===== config.mk =====
export PLATFORM = sky130hd
export DESIGN_NAME = divider
export DESIGN_NICKNAME = d
export VERILOG_FILES = /design/src/rtl/divider.sv
export SDC_FILE = /design/constraint.sdc
export NUM_CORES = 1
export LEC_CHECK = 0
export ABC_AREA = 1
export CAP_MARGIN = 25
export CORE_MARGIN = 2
export CORE_UTILIZATION = 47
export DETAILED_ROUTE_END_ITERATION = 12
export PLACE_DENSITY = 0.8
export REMOVE_ABC_BUFFERS = 1
export SYNTH_ARGS = -nofsm -noshare
export SYNTH_HDL_FRONTEND = slang
export SYNTH_SLANG_ARGS = --single-unit

===== constraint.sdc =====
create_clock -name clk -period 1.7 [get_ports clk]
set_input_delay 0.34 -clock clk [delete_from_list [all_inputs] [get_ports clk]]
set_output_delay 0.34 -clock clk [all_outputs]
set_load 0.03 [all_outputs]

===== src/rtl/divider.sv =====
// Sequential restoring divider: 10-bit / 5-bit unsigned, one quotient bit per clock.
// Optional macro DIVIDER_OVERFLOW_CHECK_EN saturates Q/R to 5'h1F on overflow or divide-by-zero.
module divider (
  input  logic       clk,
  input  logic       rst,
  input  logic       start,
  input  logic [9:0] Dividend,
  input  logic [4:0] Divider,
  output logic [4:0] Q,
  output logic [4:0] R,
  output logic       ready
);

  localparam logic [1:0] IDLE = 2'd0;
  localparam logic [1:0] BUSY = 2'd1;
  localparam logic [1:0] DONE = 2'd2;
  localparam logic [1:0] OVFL = 2'd3;

  logic [1:0] state_reg;
  logic [5:0] a_reg;
  logic [4:0] qr_reg;
  logic [4:0] d_reg;
  logic [2:0] cnt_reg;
  logic [4:0] q_reg;
  logic [4:0] r_reg;
  logic       ready_reg;

  logic [5:0] a_shift;
  logic [6:0] trial;
  logic [5:0] a_iter;
  logic [4:0] qr_iter;
  logic       overflow;

  // One restoring step: shift, trial-subtract, keep or restore.
  assign a_shift = {a_reg[4:0], qr_reg[4]};
  assign trial   = {1'b0, a_shift} - {2'b00, d_reg};
  assign a_iter  = trial[6] ? a_shift : trial[5:0];
  assign qr_iter = {qr_reg[3:0], ~trial[6]};

`ifdef DIVIDER_OVERFLOW_CHECK_EN
  assign overflow = (Divider == 5'd0) || (Dividend[9:5] >= Divider);
`else
  assign overflow = 1'b0;
`endif

  always_ff @(posedge clk or negedge rst) begin
    if (!rst) begin
      state_reg <= IDLE;
      a_reg     <= '0;
      qr_reg    <= '0;
      d_reg     <= '0;
      cnt_reg   <= '0;
      q_reg     <= '0;
      r_reg     <= '0;
      ready_reg <= 1'b0;
    end else begin
      case (state_reg)
        IDLE, DONE: begin
          if (start) begin
            a_reg     <= {1'b0, Dividend[9:5]};
            qr_reg    <= Dividend[4:0];
            d_reg     <= Divider;
            cnt_reg   <= '0;
            ready_reg <= 1'b0;
            state_reg <= overflow ? OVFL : BUSY;
          end
        end
        BUSY: begin
          a_reg   <= a_iter;
          qr_reg  <= qr_iter;
          cnt_reg <= cnt_reg + 3'd1;
          if (cnt_reg == 3'd4) begin
            q_reg     <= qr_iter;
            r_reg     <= a_iter[4:0];
            ready_reg <= 1'b1;
            state_reg <= DONE;
          end
        end
        OVFL: begin
          q_reg     <= 5'h1F;
          r_reg     <= 5'h1F;
          ready_reg <= 1'b1;
          state_reg <= DONE;
        end
        default: state_reg <= IDLE;
      endcase
    end
  end

  assign Q     = q_reg;
  assign R     = r_reg;
  assign ready = ready_reg;

endmodule


==> metrics.txt, run 1 <==
Num CTS Buffers=5; kind of critical path=register to register; register area=750.7 um2; starting density of the core=48.94%; post-DP HPWL=2.550 mm; sequential area share after synthesis=46.33%; clock sink total=30; Highest Clock Rate=600.2 MHz; Final Skew=9.523 ps; total track usage=19.99%; Final min period=1666 ps; Yosys cell types=33; Seq cells post-synth=30; Worst-Margin Slew=379.4 ps; Setup crit end kind=register; DIE HEIGHT=62.72 um; Post-layout nets=250; first-pass GRT wire length=6.065 mm; initial drt markers=83; GRT Residual Overflow=0; initial antenna violation count=0; Hold Path Class=primary input to async pin; max-cap viol count=0; Slowest cell on crit path=dfrtp_1; WL per Instance=12.84 um; final period utilization=98.00%; Max FO, Critical Path=7; DR vias/cell=4.937; layout cell share with drive strength beyond 1=19.64%; Leak Pwr=0.9719 nW; htree depth=2; PwrDens=2150 nW/um2; maximum vdd drop=0.9551 mV; Antenna Cells=0; Final Hold Viols=0; crit-path max cell delay=380 ps; R2R Setup Slk=30 ps; CP startpoint kind=register; drc violations=0; DRT Pass-1 Iters=4; Reg clk slew, reported paths=100 ps; worst path cell trace=inv_2, ha_4, inv_2, fa_2, nand2_2, nand2_2, nand3_4, nand2_4, nand2_1, nand2_1, o21bai_1; hold_buf cts=0; Clock Latency Late Sink=340 ps; Placeable Area=3311 um2; die area=3933 um2; Root Driver=clkbuf_4; Max Slew Vio Count=0; Syn Area/Cell=8.806 um2; Layout Utilization=63.11%; CTS tree=built; Core Rows=21; mapped cell area=1620 um2; GP Congestion=0.8451; most frequent cells in the layout=nand2_1 (31), dfrtp_1 (30), inv_1 (22); final setup fails=0; relative slew slack=74.71%; WL final=3.467 mm; I/O Buffers=28; FILL cells=309; area of the multi-input gates=743.2 um2; vias in the first global route=1331; vias=1333; unrepaired setup endpoints after global routing=true; most common cell after layout, fill and taps aside=nand2_1; outcome=finished clean; DIE WIDTH=62.72 um; Power Total=0.004493 W; pin count of the biggest net entering global routing=31; CP arrival=1930 ps; I/O Pins=29; CP required=1960 ps; Post-DRT Antenna Nets=0; clock tree buffer depth=2; Syn. warnings=0; Mapped Cells=184; synth-to-layout area growth=28.96%
## cell families (layout without fill, tap and decap cells)
group	Yosys count	after routing	share of synthesized area [%]
buf+inv	33	73	9.344
xor+xnor	1	1	0.5406
mux	1	1	0.6949
compound gates	31	31	11.74
flops	30	30	46.33
fa+ha+maj	8	8	6.641
simple gates	80	80	24.71
## per-layer routing
layer	vias up	global-route usage (%)	share of wire, %
li1	668	-	-
met1	629	26.20	45
met2	29	31.59	47
met3	7	5.586	6.2
met4	0	7.500	1.6
met5	-	0	0
## timing repair
action | in CTS | in global routing
pin swaps | 1 | 5
buffers inserted | 0 | 2
resized for setup | 12 | 8
endpoints found under the setup margin | 18 | 9
## area by class of cell
cell class | count | share of cell area (%)
clock buffers | 6 | 2.455
clock inverters | 1 | 1.437
inverters | 28 | 5.509
multi-input cells | 121 | 35.57
flip-flops and latches | 30 | 35.93
well taps | 46 | 2.754
repair buffers | 38 | 16.35
## worst max-delay path, delay by kind of cell (launching register included)
kind | cells | cell delay (ps)
adders and majority gates | 2 | 490
and+or+nand+nor | 6 | 480
DFF | 1 | 380
AOI/OAI and AO/OA | 1 | 150
buffers and inverters | 2 | 110
## path summary, 6_finish.rpt
kind	from	endpoint	cells after the start
setup / recovery	qr_reg[4]$_DFFE_PN0P_	a_reg[1]$_DFFE_PN0P_	11
hold / removal	rst	d_reg[2]$_DFFE_PN0P_	2
setup reg to reg	qr_reg[4]$_DFFE_PN0P_	a_reg[1]$_DFFE_PN0P_	11
hold reg to reg	Q[0]$_DFFE_PN0P_	Q[0]$_DFFE_PN0P_	2
max in group asynchronous	rst	cnt_reg[1]$_DFFE_PN0P_	2
min in group clk	Q[0]$_DFFE_PN0P_	Q[0]$_DFFE_PN0P_	2
## synth_stat cells
cell,number,share of area (%)
nand2_4,3,2.1
mux2_2,1,0.69
o211ai_1,2,0.93
ha_1,7,5.4
o21ai_0,8,2.5
inv_8,1,0.69
nand2_1,35,8.1
o22ai_1,1,0.39
inv_4,1,0.39
or2_1,2,0.77
o31ai_1,1,0.46
fa_1,1,1.2
dfrtp_1,30,46
buf_2,2,0.62
nor2_1,14,3.2
nand2_2,1,0.39
buf_4,2,0.93
a21oi_2,1,0.54
nor2_8,1,1.2
nor2_4,1,0.69
xor2_1,1,0.54
o21bai_1,4,1.9
o21ai_1,1,0.31
a21oi_1,10,3.1
buf_6,1,0.69
o32a_1,1,0.62
o21ai_2,2,1.1
nand3_4,1,1.1
or2_2,3,1.2
inv_1,24,5.6
nand3_1,18,5.6
inv_2,2,0.46
nor2_2,1,0.39
## where the power goes
group / switching, W / leakage [nW] / internal (W) / total [W]
logic: 0.00163 / 0.598 / 0.00103 / 0.00265
clock network: 0.000255 / 0.0443 / 0.000342 / 0.000597
registers: 0.000190 / 0.329 / 0.00105 / 0.00124
total: 0.00207 / 0.972 / 0.00242 / 0.00449
## per-stage QoR
stage          hold slack [ps]  setup slack, ps  cell area, um2  cells  setup TNS, ps
3_5_place_dp             492.9           -55.25            1982    261         -266.8
4_1_cts                  388.8           -1.720            2052    268         -1.720
3_3_place_gp             486.2          -0.5798            1982    261        -0.5798
6_report                 378.6            34.01            2090    270              0
2_1_floorplan            44.41            59.51            1584    179              0
5_1_grt                  419.5           -71.73            2090    270         -331.7
Power figures use the tool's default switching activity.
==> inputs of run 2 (changes only) <==
- SLEW_MARGIN: unset -> 20
==> results of run 2 <==
The final DEF is identical to that of run 1; final timing and power are the same.
==> inputs of run 3 (changes only) <==
- RECOVER_POWER: unset -> 100
==> metrics.txt, run 3 (synthesis gave the netlist of run 1 again) <==
worst path buffer plus inverter count=2; FILL cells=317; GP Congestion=0.8451; hold_buf cts=0; worst hold start=cnt_reg[2]$_DFFE_PN0P_; Antenna Cells=0; kind of critical path=register to register; R2R Setup Slk=30 ps; htree depth=2; total track usage=19.99%; CTS tree=built; Worst-Margin Slew=729.3 ps; most common cell after layout, fill and taps aside=nand2_1; vias in the first global route=1331; drc violations=0; PwrDens=2146 nW/um2; unrepaired setup endpoints after global routing=true; Worst Hold Depth=1; Clock Latency Late Sink=340 ps; relative slew slack=51.38%; Max Slew Vio Count=0; DIE WIDTH=62.72 um; GRT Residual Overflow=0; Final min period=1667 ps; pin count of the biggest net entering global routing=31; worst path cell trace=inv_2, ha_4, inv_2, fa_2, nand2_2, nand2_2, nand3_4, nand2_4, nand2_1, nand2_1, o21bai_1; clock tree buffer depth=2; die area=3933 um2; clock sink total=30; initial drt markers=92; Top Family by Delay on Critical Path=adder cells; starting density of the core=48.94%; Final Hold Viols=0; Reg clk slew, reported paths=100 ps; synth-to-layout area growth=27.34%; critical path startpoint=qr_reg[4]$_DFFE_PN0P_; final setup fails=0; maximum vdd drop=0.9374 mV; post-DP HPWL=2.550 mm; Final TNS setup=0 ps; Placeable Area=3311 um2; Core Rows=21; Final Skew=8.644 ps; CP startpoint kind=register; RR Startpoint=qr_reg[4]$_DFFE_PN0P_; Post-DRT Antenna Nets=0; WL per Instance=12.72 um; Leak Pwr=0.9560 nW; Hold Path Class=register to register; CP required=1960 ps; max-cap viol count=0; final period utilization=98.08%; first-pass GRT wire length=6.065 mm; I/O Pins=29; I/O Buffers=28; reg2reg end=a_reg[1]$_DFFE_PN0P_; Slowest cell on crit path=dfrtp_1; Hold Path End=cnt_reg[2]$_DFFE_PN0P_; Max FO, Critical Path=7; Root Driver=clkbuf_4; DIE HEIGHT=62.72 um; DRT Pass-1 Iters=4; DR vias/cell=4.930; Post-layout nets=250; vias=1331; R2R depth=11; Setup crit end kind=register; outcome=finished clean; Highest Clock Rate=599.8 MHz; worst hold slack=487.5 ps; Num CTS Buffers=5; initial antenna violation count=0; layout cell share with drive strength beyond 1=16.96%; CP arrival=1930 ps; Power Total=0.004428 W; WL final=3.434 mm; crit-path max cell delay=380 ps; most frequent cells in the layout=nand2_1 (33), dfrtp_1 (30), inv_1 (23)
-- run 3: changes by cell type in the layout (fill, tap and decap cells not counted), sizes merged --
cell / previous run / this run
buf: 10 / 6
clkbuf: 6 / 10
clkdlybuf4s50: 17 / 16
dlygate4sd3: 0 / 1
-- run 3: what timing repair did --
action | 4_1_cts | 5_1_grt
endpoints found under the hold margin | 0 | 0
buffers inserted | 0 | 2
setup endpoints to repair | 18 | 9
cloned | 0 | 0
gates resized for setup | 12 | 8
pin swaps | 1 | 5
-- run 3: power by group --
| part | switching [W] | leakage, nW | internal (W) |
|---|---|---|---|
| logic | 0.00161 | 0.582 | 0.000988 |
| registers | 0.000185 | 0.329 | 0.00105 |
| clock network | 0.000251 | 0.0443 | 0.000342 |
| total | 0.00205 | 0.956 | 0.00238 |
-- run 3: layer usage --
metal	GRT usage, %	up-vias	wire [um]
li1	-	666	-
met1	26.20	628	1568
met2	31.59	31	1639
met3	5.586	6	191
met4	7.500	0	34
met5	0	-	0
-- run 3: final cells by class --
class	instances	area, um2	area share (%)
clock buffers	6	51.30	2.486
clock inverters	1	30.03	1.455
flip-flops and latches	30	750.7	36.39
inverters	28	115.1	5.579
repair buffers	38	329.1	15.95
multi-input cells	121	729.5	35.35
well taps	46	57.56	2.790
-- run 3: worst max-delay path by stage --
stage	to	depth (start not counted)
finish	a_reg[1]$_DFFE_PN0P_	11
global route	a_reg[0]$_DFFE_PN0P_	11
CTS	R[2]$_DFFE_PN0P_	12
detailed placement	R[2]$_DFFE_PN0P_	12
global placement	R[2]$_DFFE_PN0P_	12
floorplan	R[3]$_DFFE_PN0P_	12
-- run 3: metrics by stage --
| stage | instance area (um2) | util [%] | worst slack (ps) | cells |
|---|---|---|---|---|
| finish | 2063 | 62.32 | 32.69 | 270 |
| global route | 2063 | 62.32 | -71.73 | 270 |
| CTS | 2052 | 61.98 | -1.720 | 268 |
| detailed placement | 1982 | 59.86 | -55.25 | 261 |
| global placement | 1982 | 59.86 | -0.5798 | 261 |
| floorplan | 1584 | - | 59.51 | 179 |
